`src/rtl/change_dispenser.sv`:
```
// Coin-return engine: latches a balance and pays it out one coin per accepted cycle, largest first.
// Optional per-denomination saturating coin counters are built when CHANGE_COIN_COUNT_EN is defined.
module change_dispenser #(
    parameter int BAL_W     = 32,
    parameter int COIN0_VAL = 100,
    parameter int COIN1_VAL = 500,
    parameter int COIN2_VAL = 1000
) (
    input  logic             clk,
    input  logic             reset_n,
    input  logic             i_start,
    input  logic [BAL_W-1:0] i_balance,
    input  logic             i_coin_ready,
    output logic [2:0]       o_return_coin,
    output logic             o_busy,
    output logic             o_done,
    output logic [BAL_W-1:0] o_residual,
    output logic [23:0]      o_coin_count
);

    typedef enum logic [1:0] {
        IDLE     = 2'd0,
        DISPENSE = 2'd1,
        DONE     = 2'd2
    } state_t;

    localparam logic [BAL_W-1:0] C0_V = BAL_W'(COIN0_VAL);
    localparam logic [BAL_W-1:0] C1_V = BAL_W'(COIN1_VAL);
    localparam logic [BAL_W-1:0] C2_V = BAL_W'(COIN2_VAL);

    state_t           state_r;
    logic [BAL_W-1:0] rem_r;
    logic [2:0]       coin_r;
    logic             busy_r;
    logic             done_r;
    logic [BAL_W-1:0] residual_r;
    logic [2:0]       coin_sel_s;
    logic [BAL_W-1:0] coin_val_s;

    // Pick the largest coin not exceeding the remaining balance
    always_comb begin
        coin_sel_s = 3'b000;
        coin_val_s = {BAL_W{1'b0}};
        if (rem_r >= C2_V) begin
            coin_sel_s = 3'b100;
            coin_val_s = C2_V;
        end else if (rem_r >= C1_V) begin
            coin_sel_s = 3'b010;
            coin_val_s = C1_V;
        end else if (rem_r >= C0_V) begin
            coin_sel_s = 3'b001;
            coin_val_s = C0_V;
        end else begin
            coin_sel_s = 3'b000;
            coin_val_s = {BAL_W{1'b0}};
        end
    end

    // Return FSM with registered coin, busy, done and residual outputs
    always_ff @(posedge clk) begin
        if (!reset_n) begin
            state_r    <= IDLE;
            rem_r      <= {BAL_W{1'b0}};
            coin_r     <= 3'b000;
            busy_r     <= 1'b0;
            done_r     <= 1'b0;
            residual_r <= {BAL_W{1'b0}};
        end else begin
            coin_r <= 3'b000;
            done_r <= 1'b0;
            case (state_r)
                IDLE: begin
                    if (i_start) begin
                        rem_r   <= i_balance;
                        state_r <= DISPENSE;
                        busy_r  <= 1'b1;
                    end else begin
                        busy_r  <= 1'b0;
                    end
                end
                DISPENSE: begin
                    if (rem_r < C0_V) begin
                        residual_r <= rem_r;
                        state_r    <= DONE;
                        done_r     <= 1'b1;
                    end else if (i_coin_ready) begin
                        rem_r  <= rem_r - coin_val_s;
                        coin_r <= coin_sel_s;
                    end else begin
                        rem_r  <= rem_r;
                    end
                end
                DONE: begin
                    state_r <= IDLE;
                    busy_r  <= 1'b0;
                end
                default: begin
                    state_r <= IDLE;
                    busy_r  <= 1'b0;
                end
            endcase
        end
    end

    assign o_return_coin = coin_r;
    assign o_busy        = busy_r;
    assign o_done        = done_r;
    assign o_residual    = residual_r;

`ifdef CHANGE_COIN_COUNT_EN
    logic [2:0][7:0] cnt_r;
    logic            issue_s;

    function automatic logic [7:0] sat_inc8(input logic [7:0] v);
        if (v == 8'hFF) begin
            return 8'hFF;
        end else begin
            return v + 8'd1;
        end
    endfunction

    // A coin is issued on the same edge that raises its pulse
    always_comb begin
        issue_s = 1'b0;
        if (state_r == DISPENSE && rem_r >= C0_V && i_coin_ready) begin
            issue_s = 1'b1;
        end else begin
            issue_s = 1'b0;
        end
    end

    // Saturating per-denomination counters, cleared only by reset
    always_ff @(posedge clk) begin
        if (!reset_n) begin
            cnt_r <= {3{8'd0}};
        end else begin
            for (int i = 0; i < 3; i++) begin
                if (issue_s && coin_sel_s[i]) begin
                    cnt_r[i] <= sat_inc8(cnt_r[i]);
                end
            end
        end
    end

    assign o_coin_count = cnt_r;
`else
    assign o_coin_count = 24'd0;
`endif

endmodule

```
`config.mk`:
```
export PLATFORM = sky130hd
export DESIGN_NAME = change_dispenser
export DESIGN_NICKNAME = d
export VERILOG_FILES = /design/src/rtl/change_dispenser.sv
export SDC_FILE = /design/constraint.sdc
export NUM_CORES = 1
export LEC_CHECK = 0
export ABC_AREA = 1
export CELL_PAD_IN_SITES_DETAIL_PLACEMENT = 1
export CELL_PAD_IN_SITES_GLOBAL_PLACEMENT = 2
export CORE_ASPECT_RATIO = 0.6
export CORE_MARGIN = 4
export CORE_UTILIZATION = 24
export DETAILED_ROUTE_END_ITERATION = 10
export GPL_TIMING_DRIVEN = 0
export PLACE_DENSITY = 0.85
export SLEW_MARGIN = 10
export SYNTH_ARGS = -nofsm -noshare
export SYNTH_HDL_FRONTEND = slang
export SYNTH_SLANG_ARGS = --single-unit
```
`constraint.sdc`:
```
create_clock -name clk -period 2.4 [get_ports clk]
set_clock_uncertainty 0.05 [all_clocks]
set_input_delay 0.24 -clock clk [delete_from_list [all_inputs] [get_ports clk]]
set_output_delay 0.24 -clock clk [all_outputs]
set_load 0.02 [all_outputs]
```
-- Word level (Yosys, flattened, before mapping)
Cells that the tools add are included.
- register bits: 71
- input bits: 36
- output and inout port bits: 61
- add/sub/neg operators: 1
- magnitude comparators: 4
- eq/ne operators: 5
- mux-type cells: 16
- bitwise operators: 3
- reduce and logical (&&, ||, !) cells: 9
- operators with widths (operator ; count):
    $mux W32 ; 3
    $pmux W32 S2 ; 1
    $ge A32 B10 Y1 const B ; 1
    $ge A32 B7 Y1 const B ; 1
    $ge A32 B9 Y1 const B ; 1
    $lt A32 B7 Y1 const B ; 1
    $sub A32 B32 Y32 ; 1
    $mux W10 ; 1
    $mux W9 ; 1
    $ne A2 B2 Y1 const B ; 4
    $mux W7 ; 1
    $mux W2 ; 3
    $reduce_and A2 Y1 ; 3
    $reduce_or A6 Y1 ; 1
    $reduce_or A5 Y1 ; 1
    $pmux W2 S2 ; 1
    $reduce_and A4 Y1 ; 1
    $reduce_or A4 Y1 ; 1
    $mux W1 ; 3
    $mux W3 ; 1
    $not A1 Y1 ; 3
    $eq A2 B1 Y1 const B ; 1
    $logic_not A2 Y1 ; 1
    $pmux W1 S2 ; 1
    $reduce_bool A2 Y1 ; 1

-- Longest topological paths before layout
Gate-level depths: netlist (run 1).
- depth after elaboration: 8
- gate-level depth with buffers: 21

-- Least setup slack after synthesis (run 1)
No wires, ideal clock.
- path type: register to register
- from: register rem_r[22]
- to: register rem_r[30]
- library setup time: 0.132 ns
- arrival time: 2.355 ns
- data required time: 2.218 ns
- setup slack: -0.137 ns
- cell stages (with the launch flop): 19
- path buffers: 0
- clock period less this slack: 2.537 ns
- path through: dfxtp_1 > nor2_2 > nand2_1 > nor2_4 > nand3_4 > nor2_4 > inv_1 > nand2_1 > inv_1 > ha_1 > fa_1 > inv_1 > nand3_1 > nand3_1 > nand3_1 > nand4_1 > nand3_1 > nand2_1 > a21oi_1
- longest elaborated chain between the ends: 8
- elaborated cells between the ends (all ways): 13
- classes of those cells: 1 x add/sub; 4 x order compare; 1 x eq/ne; 6 x mux; 1 x reduce/logical
- ends and longest elaborated chain (what ; line ; source):
    from (decl) ; 32 ; logic [BAL_W-1:0] rem_r;
    from (signal assigned) ; 63 ; rem_r <= {BAL_W{1'b0}};
    from (signal assigned) ; 74 ; rem_r <= i_balance;
    from (signal assigned) ; 87 ; rem_r <= rem_r - coin_val_s;
    $ge A32 B7 Y1 ; 50 ; end else if (rem_r >= C0_V) begin
    $mux W7 ; 50 ;
    $mux W9 ; 47 ; end else if (rem_r >= C1_V) begin
    $mux W10 ; 44 ; if (rem_r >= C2_V) begin
    $sub A32 B32 Y32 ; 87 ;
    $mux W32 ; 86 ; end else if (i_coin_ready) begin
    $mux W32 ; 82 ; if (rem_r < C0_V) begin
    $pmux W32 S2 ; 71 ; case (state_r)
Parallel ways exist; a longest one is shown, timed or not. The select of a mux whose other input is x is not followed.
A chain may end at the register's enable or synchronous reset.

-- Worst setup path in the final report (run 1)
- from: register rem_r[5]
- to: register rem_r[6]
Same word-level chain as after synthesis.

==> impl_metrics.ini, run 1 <==
[clock_network]
cts_buffer_depth = 2
cts.clk_slew.worst_paths_ns = 0.07
clock_latency_ns = 0.35
root_buffer = clkbuf_16
numCtsBuffers = 9
cts_tree = built
htreeDepth = 3
cts.sinks = 71

[hold_path]
hold_path_class = in2reg

[yosys]
synthFlopType = dfxtp_1
syn_area_um2 = 4189
yosys.area.top_type_share_pct = 33.93
synth.avg_cell_area_um2 = 6.169
synth.most_common_cell = nand2_1
yosysWarnings = 0
async_flop_share_pct = 0
ys_types = 34
syn_inst = 679
yosysTopAreaCell = dfxtp_1
synthTopCellsByCount = 208 x nand2_1, 121 x nor2_1, 71 x dfxtp_1
synth_edf_count = 0
synth-seq-area-share_pct = 33.93
yosys-top-cells-area = dfxtp_1 34%, nand2_1 19%, nor2_1 11%
ys_ff_latch = 71

[final_layout]
drive_above_1_share_pct = 28.04
layout.nets = 879
antennaDiodeCount = 0
finalCoreUtilization_pct = 38.33
syn_to_final_growth_pct = 56.75
nFillCells = 2176

[die]
initial_core_util_pct = 24.46
core_um2 = 17130
die_area_um2 = 19700
die_w_um = 178.6
die_h_um = 110.3
io-pin-count = 97
std_cell_rows = 37

[worst_setup_path]
r2r_cells = 18
crit_fanout = 5
setup.worst_path.end = rem_r[6]
arrival_ns = 2.92
ff2ff_setup_slack_ns = -0.34
cp.required_ns = 2.58
path_class = reg2reg
r2r-start = rem_r[5]
crit_start = rem_r[5]
timing.rr.end = rem_r[6]
crit_path_end_kind = flop
critPathLaunchType = flop

[global_routing]
met2_usage_pct = 26.80
grt_util_met3_pct = 4.840
grt_pass1_wl_um = 26720
track_usage_pct = 17.83
grt_pass1_vias = 4768
overflow = 0
antenna_found_initial = 0
grt-busiest-layer = met2
grt_max_degree = 14
grt_use_met1_pct = 26.00

[run_status]
violations = setup timing
outcome = finished, violations left

[sta]
post-route-period-util_pct = 114.2
worst_pin_slew_ns = 0.7585
max_freq_mhz = 364.8
max_slew_margin_pct = 49.44
fin_crit_ns = 2.741
slew_violations = 0
fin_ws_ns = -0.3410
rsz0062_at_grt = true
setup_viol = 31
final_hold_viol_count = 0

[route]
drtIter0Drc = 322
drtPass1Iterations = 5
routedWlPerCell_um = 17.00
ant_nets = 0
drcViolationCount = 0
finalWirelength_um = 18230
dr_total_vias = 4854
via_per_inst = 4.528

[placement]
dp_hpwl_um = 12320
gp_congestion = 0.8616
pre_cts_ws_ns = -0.5991
numPortBuffers = 71

[pwr]
powerDensity_nw_per_um2 = 657.1
ir_drop_uv = 317.7
leakage_nw = 2.910

[run]
drv_cap = 0
## flip-flops by register name, summed over array words and instances, names as in the netlist
register and count:
o_residual 32, o_return_coin 3, o_busy 1, rem_r 32, state_r 2, o_done 1
## worst min-delay path by stage
stage / start / to / slack (ns) / cells after the start
2_1_floorplan: i_balance[0] / rem_r[0] / 0.35 / 2
6_report: reset_n / o_residual[5] / 0.22 / 3
4_1_cts: reset_n / o_residual[2] / 0.21 / 3
3_5_place_dp: o_residual[13] / o_residual[13] / 0.38 / 2
3_3_place_gp: o_residual[20] / o_residual[20] / 0.38 / 2
5_1_grt: reset_n / o_residual[3] / 0.27 / 3
## cells in the final DEF (no fill, tap or decap), types with 19 or more instances in the layout
| cell | count |
|---|---|
| a21oi_1 | 27 |
| buf_4 | 76 |
| clkdlybuf4s50_1 | 71 |
| conb_1 | 24 |
| dfxtp_1 | 48 |
| inv_1 | 59 |
| nand2_1 | 180 |
| nand2_2 | 20 |
| nand3_1 | 30 |
| nor2_1 | 100 |
| nor2_4 | 19 |
## final cells by class
type / instances / area [um^2] / share of cell area [%]
flip-flops and latches: 71 / 1483 / 22.58
well taps: 234 / 292.8 / 4.459
plain buffers: 48 / 296.5 / 4.516
repair buffers: 121 / 1102 / 16.79
clock inverters: 6 / 45.04 / 0.6860
multi-input cells: 509 / 2836 / 43.20
clock buffers: 9 / 225.2 / 3.430
inverters: 74 / 285.3 / 4.345
## critical path, cell delays in order (launching register included)
cell	delay [ns]
dfxtp_4	0.37
inv_4	0.05
nor2_4	0.12
nand3_2	0.07
o21ai_1	0.16
nand3_1	0.10
nand2_2	0.11
clkinv_4	0.11
nand2_4	0.07
inv_2	0.04
ha_4	0.16
fa_2	0.37
inv_2	0.10
nand3_4	0.07
nand3_4	0.14
xnor2_1	0.19
o21ai_0	0.12
o21ai_1	0.15
a21oi_1	0.06
## report_power, final
group	switching, mW	internal, mW
Clock	0.578	0.701
Sequential	0.123	1.27
Combinational	0.988	0.653
## cells by family (layout without fill, tap and decap cells)
kind of cell	count (synthesis)	after routing	share of synthesized area, %
xor gates and xnor gates	3	3	0.6274
and+or+nand+nor	403	403	39.82
buffers and inverters	122	258	13.71
other	1	24	0.08952
adders and majority gates	9	9	2.867
DFF	71	71	33.93
AOI/OAI and AO/OA	70	70	8.961
## per-stage QoR
step           hold slack, ns  std cells  setup TNS (ns)  power (mW)  cell area (um^2)
2_1_floorplan          0.3538        702               0       2.182              4348
3_3_place_gp           0.3754       1007          -13.25       2.551              5351
3_5_place_dp           0.3793       1007          -13.90       2.560              5351
4_1_cts                0.2120       1055          -2.635       4.086              6191
5_1_grt                0.2695       1072          -12.20       4.534              6566
6_report               0.2169       1072          -7.411       4.315              6566
## repair_timing
item	CTS	global route
pin swaps	31	37
gates resized for setup	105	59
cloned	0	0
hold buffers	0	0
endpoints found under the setup margin	29	32
setup buffers	33	19
## per-layer routing
layer	wire, um	up-vias	part of all wire (%)
met5	0	-	0
met4	264	0	1.4
met3	1232	24	6.8
met2	8079	135	44
met1	8652	2310	47
li1	-	2385	-
No activity file was read; power rests on OpenSTA's default activity.
==> inputs of run 2 (changes only) <==
Settings changed: ABC_CLOCK_PERIOD_IN_PS set to 2400.
==> results of run 2 <==
Same layout as run 1: the final DEF is identical, and so are final timing and power.
==> inputs of run 3 (changes only) <==
Settings changed: GPL_ROUTABILITY_DRIVEN set to 0.
==> results of run 3 <==
Same layout as run 1: the final DEF is identical, and so are final timing and power.
